### config.mk
export PLATFORM = sky130hd
export DESIGN_NAME = vga_axil_master_fsm
export DESIGN_NICKNAME = d
export VERILOG_FILES = /design/src/rtl/vga_axil_master_fsm.sv
export SDC_FILE = /design/constraint.sdc
export NUM_CORES = 1
export LEC_CHECK = 0
export ABC_AREA = 0
export BUFFER_PORTS_ARGS = -buffer_cell sky130_fd_sc_hd__buf_2
export CAP_MARGIN = 25
export CORE_AREA = 3 3 133 135
export DETAILED_ROUTE_END_ITERATION = 16
export DIE_AREA = 0 0 136 138
export PLACE_DENSITY = 0.63
export SLEW_MARGIN = 5
export SYNTH_ARGS = -nofsm -noshare
export SYNTH_HDL_FRONTEND = slang
export SYNTH_SLANG_ARGS = --single-unit
### constraint.sdc
create_clock -name clk_i -period 5.93 [get_ports clk_i]
set_input_delay 0.8895 -clock clk_i [delete_from_list [all_inputs] [get_ports clk_i]]
set_output_delay 0.8895 -clock clk_i [all_outputs]
set_load 0.01 [all_outputs]
### src/rtl/vga_axil_master_fsm.sv
`default_nettype none
`timescale 1ns / 1ps
// ============================================================================
// Module   : vga_axil_master_fsm
// Purpose  : AXI4-Lite initiator. Turns native single-word write and read
//            requests into AXI-Lite channel transactions. The write and read
//            paths are independent FSMs and may run concurrently.
// Ports    : clk_i / arst_i          - clock, asynchronous active-high reset
//            wr_*                    - native write request / completion
//            rd_*                    - native read request / completion
//            aw*, w*, b*, ar*, r*    - AXI-Lite master channels
// Revision : 1.0 - initial release
// ============================================================================
module vga_axil_master_fsm #(
    parameter int AXIL_ADDR_WIDTH = 32,
    parameter int AXIL_DATA_WIDTH = 32
) (
    input  logic                           clk_i,
    input  logic                           arst_i,
    // Native write port
    input  logic                           wr_valid_i,
    output logic                           wr_ready_o,
    input  logic [AXIL_ADDR_WIDTH-1:0]     wr_addr_i,
    input  logic [AXIL_DATA_WIDTH-1:0]     wr_data_i,
    input  logic [AXIL_DATA_WIDTH/8-1:0]   wr_strb_i,
    output logic                           wr_done_o,
    output logic [1:0]                     wr_resp_o,
    // Native read port
    input  logic                           rd_valid_i,
    output logic                           rd_ready_o,
    input  logic [AXIL_ADDR_WIDTH-1:0]     rd_addr_i,
    output logic                           rd_done_o,
    output logic [AXIL_DATA_WIDTH-1:0]     rd_data_o,
    output logic [1:0]                     rd_resp_o,
    // AXI-Lite write address / data / response
    output logic [AXIL_ADDR_WIDTH-1:0]     awaddr,
    output logic [2:0]                     awprot,
    output logic                           awvalid,
    input  logic                           awready,
    output logic [AXIL_DATA_WIDTH-1:0]     wdata,
    output logic [AXIL_DATA_WIDTH/8-1:0]   wstrb,
    output logic                           wvalid,
    input  logic                           wready,
    input  logic [1:0]                     bresp,
    input  logic                           bvalid,
    output logic                           bready,
    // AXI-Lite read address / data
    output logic [AXIL_ADDR_WIDTH-1:0]     araddr,
    output logic [2:0]                     arprot,
    output logic                           arvalid,
    input  logic                           arready,
    input  logic [AXIL_DATA_WIDTH-1:0]     rdata,
    input  logic [1:0]                     rresp,
    input  logic                           rvalid,
    output logic                           rready
);

    localparam int c_STRB_WIDTH = AXIL_DATA_WIDTH / 8;
    // Clears the byte-offset bits so every bus address is word aligned.
    localparam logic [AXIL_ADDR_WIDTH-1:0] c_ALIGN_MASK =
        ~AXIL_ADDR_WIDTH'(c_STRB_WIDTH - 1);

    typedef enum logic [1:0] {W_IDLE, W_ADDR_DATA, W_RESP, W_DONE} wr_state_t;
    typedef enum logic [1:0] {R_IDLE, R_ADDR, R_DATA, R_DONE} rd_state_t;

    // ------------------------------------------------------------------
    // Write path state
    // ------------------------------------------------------------------
    wr_state_t                     wr_state_q, wr_state_d;
    logic                          wr_ready_q, wr_ready_d;
    logic [AXIL_ADDR_WIDTH-1:0]    awaddr_q,   awaddr_d;
    logic                          awvalid_q,  awvalid_d;
    logic [AXIL_DATA_WIDTH-1:0]    wdata_q,    wdata_d;
    logic [c_STRB_WIDTH-1:0]       wstrb_q,    wstrb_d;
    logic                          wvalid_q,   wvalid_d;
    logic                          bready_q,   bready_d;
    logic                          wr_done_q,  wr_done_d;
    logic [1:0]                    wr_resp_q,  wr_resp_d;

    // ------------------------------------------------------------------
    // Read path state
    // ------------------------------------------------------------------
    rd_state_t                     rd_state_q, rd_state_d;
    logic                          rd_ready_q, rd_ready_d;
    logic [AXIL_ADDR_WIDTH-1:0]    araddr_q,   araddr_d;
    logic                          arvalid_q,  arvalid_d;
    logic                          rready_q,   rready_d;
    logic                          rd_done_q,  rd_done_d;
    logic [AXIL_DATA_WIDTH-1:0]    rd_data_q,  rd_data_d;
    logic [1:0]                    rd_resp_q,  rd_resp_d;

    // Write FSM next state. Every output is computed one cycle ahead so
    // no valid ever depends combinationally on a ready.
    always_comb begin
        wr_state_d = wr_state_q;
        wr_ready_d = wr_ready_q;
        awaddr_d   = awaddr_q;
        awvalid_d  = awvalid_q;
        wdata_d    = wdata_q;
        wstrb_d    = wstrb_q;
        wvalid_d   = wvalid_q;
        bready_d   = bready_q;
        wr_done_d  = 1'b0;
        wr_resp_d  = wr_resp_q;
        case (wr_state_q)
            W_IDLE: begin
                if (wr_valid_i && wr_ready_q) begin
                    awaddr_d   = wr_addr_i & c_ALIGN_MASK;
                    wdata_d    = wr_data_i;
                    wstrb_d    = wr_strb_i;
                    awvalid_d  = 1'b1;
                    wvalid_d   = 1'b1;
                    wr_ready_d = 1'b0;
                    wr_state_d = W_ADDR_DATA;
                end
            end
            W_ADDR_DATA: begin
                // AW and W retire independently; each valid drops on its own
                // handshake and stays low for the rest of the transaction.
                if (awvalid_q && awready) begin
                    awvalid_d = 1'b0;
                end
                if (wvalid_q && wready) begin
                    wvalid_d = 1'b0;
                end
                if (!awvalid_d && !wvalid_d) begin
                    bready_d   = 1'b1;
                    wr_state_d = W_RESP;
                end
            end
            W_RESP: begin
                if (bvalid) begin
                    wr_resp_d  = bresp;
                    bready_d   = 1'b0;
                    wr_done_d  = 1'b1;
                    wr_state_d = W_DONE;
                end
            end
            W_DONE: begin
                wr_ready_d = 1'b1;
                wr_state_d = W_IDLE;
            end
            default: begin
                wr_state_d = W_IDLE;
            end
        endcase
    end

    // Read FSM next state.
    always_comb begin
        rd_state_d = rd_state_q;
        rd_ready_d = rd_ready_q;
        araddr_d   = araddr_q;
        arvalid_d  = arvalid_q;
        rready_d   = rready_q;
        rd_done_d  = 1'b0;
        rd_data_d  = rd_data_q;
        rd_resp_d  = rd_resp_q;
        case (rd_state_q)
            R_IDLE: begin
                if (rd_valid_i && rd_ready_q) begin
                    araddr_d   = rd_addr_i & c_ALIGN_MASK;
                    arvalid_d  = 1'b1;
                    rd_ready_d = 1'b0;
                    rd_state_d = R_ADDR;
                end
            end
            R_ADDR: begin
                if (arready) begin
                    arvalid_d  = 1'b0;
                    rready_d   = 1'b1;
                    rd_state_d = R_DATA;
                end
            end
            R_DATA: begin
                if (rvalid) begin
                    rd_data_d  = rdata;
                    rd_resp_d  = rresp;
                    rready_d   = 1'b0;
                    rd_done_d  = 1'b1;
                    rd_state_d = R_DONE;
                end
            end
            R_DONE: begin
                rd_ready_d = 1'b1;
                rd_state_d = R_IDLE;
            end
            default: begin
                rd_state_d = R_IDLE;
            end
        endcase
    end

    // Reset abandons any transaction in flight: valids/readies on the AXI
    // side drop at once and no done pulse is produced.
    always_ff @(posedge clk_i or posedge arst_i) begin
        if (arst_i) begin
            wr_state_q <= W_IDLE;
            wr_ready_q <= 1'b1;
            awaddr_q   <= '0;
            awvalid_q  <= 1'b0;
            wdata_q    <= '0;
            wstrb_q    <= '0;
            wvalid_q   <= 1'b0;
            bready_q   <= 1'b0;
            wr_done_q  <= 1'b0;
            wr_resp_q  <= 2'b00;
            rd_state_q <= R_IDLE;
            rd_ready_q <= 1'b1;
            araddr_q   <= '0;
            arvalid_q  <= 1'b0;
            rready_q   <= 1'b0;
            rd_done_q  <= 1'b0;
            rd_data_q  <= '0;
            rd_resp_q  <= 2'b00;
        end else begin
            wr_state_q <= wr_state_d;
            wr_ready_q <= wr_ready_d;
            awaddr_q   <= awaddr_d;
            awvalid_q  <= awvalid_d;
            wdata_q    <= wdata_d;
            wstrb_q    <= wstrb_d;
            wvalid_q   <= wvalid_d;
            bready_q   <= bready_d;
            wr_done_q  <= wr_done_d;
            wr_resp_q  <= wr_resp_d;
            rd_state_q <= rd_state_d;
            rd_ready_q <= rd_ready_d;
            araddr_q   <= araddr_d;
            arvalid_q  <= arvalid_d;
            rready_q   <= rready_d;
            rd_done_q  <= rd_done_d;
            rd_data_q  <= rd_data_d;
            rd_resp_q  <= rd_resp_d;
        end
    end

    assign wr_ready_o = wr_ready_q;
    assign wr_done_o  = wr_done_q;
    assign wr_resp_o  = wr_resp_q;
    assign awaddr     = awaddr_q;
    assign awprot     = 3'b000;
    assign awvalid    = awvalid_q;
    assign wdata      = wdata_q;
    assign wstrb      = wstrb_q;
    assign wvalid     = wvalid_q;
    assign bready     = bready_q;

    assign rd_ready_o = rd_ready_q;
    assign rd_done_o  = rd_done_q;
    assign rd_data_o  = rd_data_q;
    assign rd_resp_o  = rd_resp_q;
    assign araddr     = araddr_q;
    assign arprot     = 3'b000;
    assign arvalid    = arvalid_q;
    assign rready     = rready_q;

endmodule
`default_nettype wire
==> impl_results.md <==
* Outcome: finished clean
* Distinct cell type count after synthesis at 26
* First-pass GRT wire length at 21800 µm
* Worst-Skew Late Latency at 0.41 ns
* Syn-to-layout area delta at 38.1%
* Inst Count DP at 852
* Die ar. at 18800 µm²
* Row cnt at 47
* Power density cells at 570 nW/µm²
* Unrepaired setup endpoints after global routing: no
* Final worst setup slack at 3.88 ns
* Arrival time at the worst endpoint at 2.33 ns
* Share of layout cells above drive strength 1 at 68.2%
* Crit-path max FO at 40
* TNS Setup at 0 ns
* TritonCTS clock tree: done
* Number of port buffers at 281
* Vias after detailed routing at 3977
* H-tree Lvls at 4
* Detailed-route wire length at 13800 µm
* Slew Viols, Final at 0
* Final std cells w/o fill at 883
* Synth warnings at 0
* Clock root cell: clkbuf_16
* Post-layout nets at 804
* Initial antenna violation count at 0
* Worst slack, placed at 3.44 ns
* Cell leakage power at 4.15 nW
* Core area at 16600 µm²
* Vias in the first global route at 4285
* Final setup fails at 0
* CP Launch Type: register
* Worst Skew at 0.00926 ns
* Syn avg cell area at 15.9 µm²
* Drt first pass iters at 4
* Largest net degree at the start of global routing at 75
* Initial core utilization at 34.8%
* Num CTS Buffers at 17
* Initial DRC count at 95
* Multi-input gate area at 1960 µm²
* Slew margin rel. at 41.1%
* Via/cell ratio at 4.50
* Worst-case vdd ir drop at 0.000227 V
* DIE WIDTH at 136 µm
* Post-CTS Setup Inserts at 0
* Critical path class: register to register
* Fillers at 1505
* Tmin final at 2.05 ns
* Design Area, Final at 7970 µm²
* Number of nets still failing antenna checks after routing at 0
* DIE HEIGHT at 138 µm
* Hold_buf cts at 0
* Area leader, netlist: dfrtp_1
* Post_cts resized at 0
* Reg area at 3630 µm²
* Placed cell area at 7380 µm²
* Register area share after synthesis at 63.0%
* Synth Register Bits at 145
* Detailed Place HPWL at 10500 µm
* F_max at 489 MHz
* Top cell type's share of synthesized area at 62.0%
* Tcrit/Tclk final at 34.5%
* Tightest Pin Transition at 0.884 ns
* Number of max-capacitance violations reported at 0
* Total global routing overflow at 0
* Crit path required time at 6.22 ns
* Clock buffer depth at 2
* Hold WC Path Type: register to register
* Worst-path clk slew at 0.06 ns
* Post-Syn Area at 5770 µm²
* I/O pin cnt at 296
* Antenna Cells at 0
* WL per Instance at 15.6 µm
* Total GRT Usage at 14.6%
* Sink Count at 145
* DRC at 0
* Final Wtd Congestion at 0.735
* Worst setup EP type: register
* Mapped Cells at 362
* Synth top area cells: dfrtp_1, mux2_2, mux2_4, ha_1, buf_4
* Final Hold Viols at 0
==> worst paths after layout <==
kind / end / slack, ns / cells after the start / startpoint
worst max-delay path: wdata[20]$_DFFE_PP0P_ / 3.88 / 5 / wr_state_q[0]$_DFFE_PP0P_
worst min-delay path: araddr[14]$_DFFE_PP0P_ / 0.50 / 1 / araddr[14]$_DFFE_PP0P_
worst max register to register: wdata[20]$_DFFE_PP0P_ / 3.88 / 5 / wr_state_q[0]$_DFFE_PP0P_
worst min register to register: araddr[14]$_DFFE_PP0P_ / 0.50 / 1 / araddr[14]$_DFFE_PP0P_
max in group asynchronous: rd_data_o[6]$_DFFE_PP0P_ / 3.95 / 3 / arst_i
min in group asynchronous: rd_data_o[9]$_DFFE_PP0P_ / 0.55 / 2 / arst_i
==> metrics by stage <==
stage	utilization, %	hold slack (ns)	total power, W
floorplan	-	0.513	0.00280
global placement	44.3	0.481	0.00344
detailed placement	44.5	0.487	0.00353
CTS	48.0	0.501	0.00461
global route	48.0	0.509	0.00485
finish	48.0	0.499	0.00454
==> metal layers <==
metal  GRT usage [%]  up-vias  share of wire [%]
met5               0        -                  0
met4            5.25        0                2.0
met3            5.92       21                9.7
met2            25.7      192                 52
met1            15.6     1945                 36
li1                -     1819                  -
==> sequential cells by signal (all words and copies together), names as in the netlist, 2 cells and up <==
register	cells
araddr	30
awaddr	30
rd_data_o	32
rd_resp_o	2
rd_state_q	2
wdata	32
wr_resp_o	2
wr_state_q	2
wstrb	4
==> worst max-delay path, stage by stage, from the launching register on <==
cell     delay [ns]
dfrtp_1        0.41
inv_1          0.11
ha_1           0.31
nand3_4        0.37
buf_16         0.35
mux2_4         0.34
==> kinds of logic after synthesis <==
group                    count (synthesis)  synth area share, %
adder cells (fa/ha/maj)                  8                 1.74
buffers and inverters                   38                 3.84
AO/OA/AOI/OAI                           18                 2.08
multiplexers                           133                 27.9
other                                    1               0.0650
flip-flops                             145                 63.0
AND/OR/NAND/NOR                         19                 1.48
==> final cells by class <==
class | count | share of cell area, %
Tap cell | 220 | 3.46
Clock buffer | 23 | 6.13
Timing Repair Buffer | 284 | 18.2
Clock inverter | 8 | 1.27
Multi-Input combinational cell | 188 | 24.6
Inverter | 15 | 0.770
Sequential cell | 145 | 45.6
==> layout by cell type (no fill, tap or decap), drive strengths merged <==
master	instances
buf	284
dfrtp	143
mux2	133
clkbuf	23
inv	17
conb	10
nand2	10
ha	8
o21ai	5
nor2	5
clkinv	4
a21oi	3
a31oi	3
nand3	3
bufinv	2
dfstp	2
a22o	1
nor2b	1
a221oi	1
o22ai	1
o311ai	1
a222oi	1
o32a	1
a2bb2oi	1
==> power breakdown <==
part	internal, W	total (W)	leakage [nW]	switching (W)
logic	0.000931	0.00174	2.13	0.000807
registers	0.00150	0.00175	1.73	0.000251
clock network	0.000664	0.00106	0.294	0.000394
==> synthesized netlist by cell type <==
cell type    n
nor2b_1      1
a31oi_1      3
buf_2        9
mux2_4      29
nor2_1       4
o21ai_0      5
buf_6        4
a221oi_1     1
nor2_2       1
buf_4       10
o32a_1       1
a2bb2oi_1    1
nand3_2      1
nand3_1      2
conb_1       1
a222oi_1     1
inv_1       15
a21oi_1      3
mux2_2     104
dfrtp_1    143
ha_1         8
a22o_1       1
dfstp_2      2
o311ai_0     1
nand2_1     10
o22ai_1      1
(Power assumes the default switching activity.)
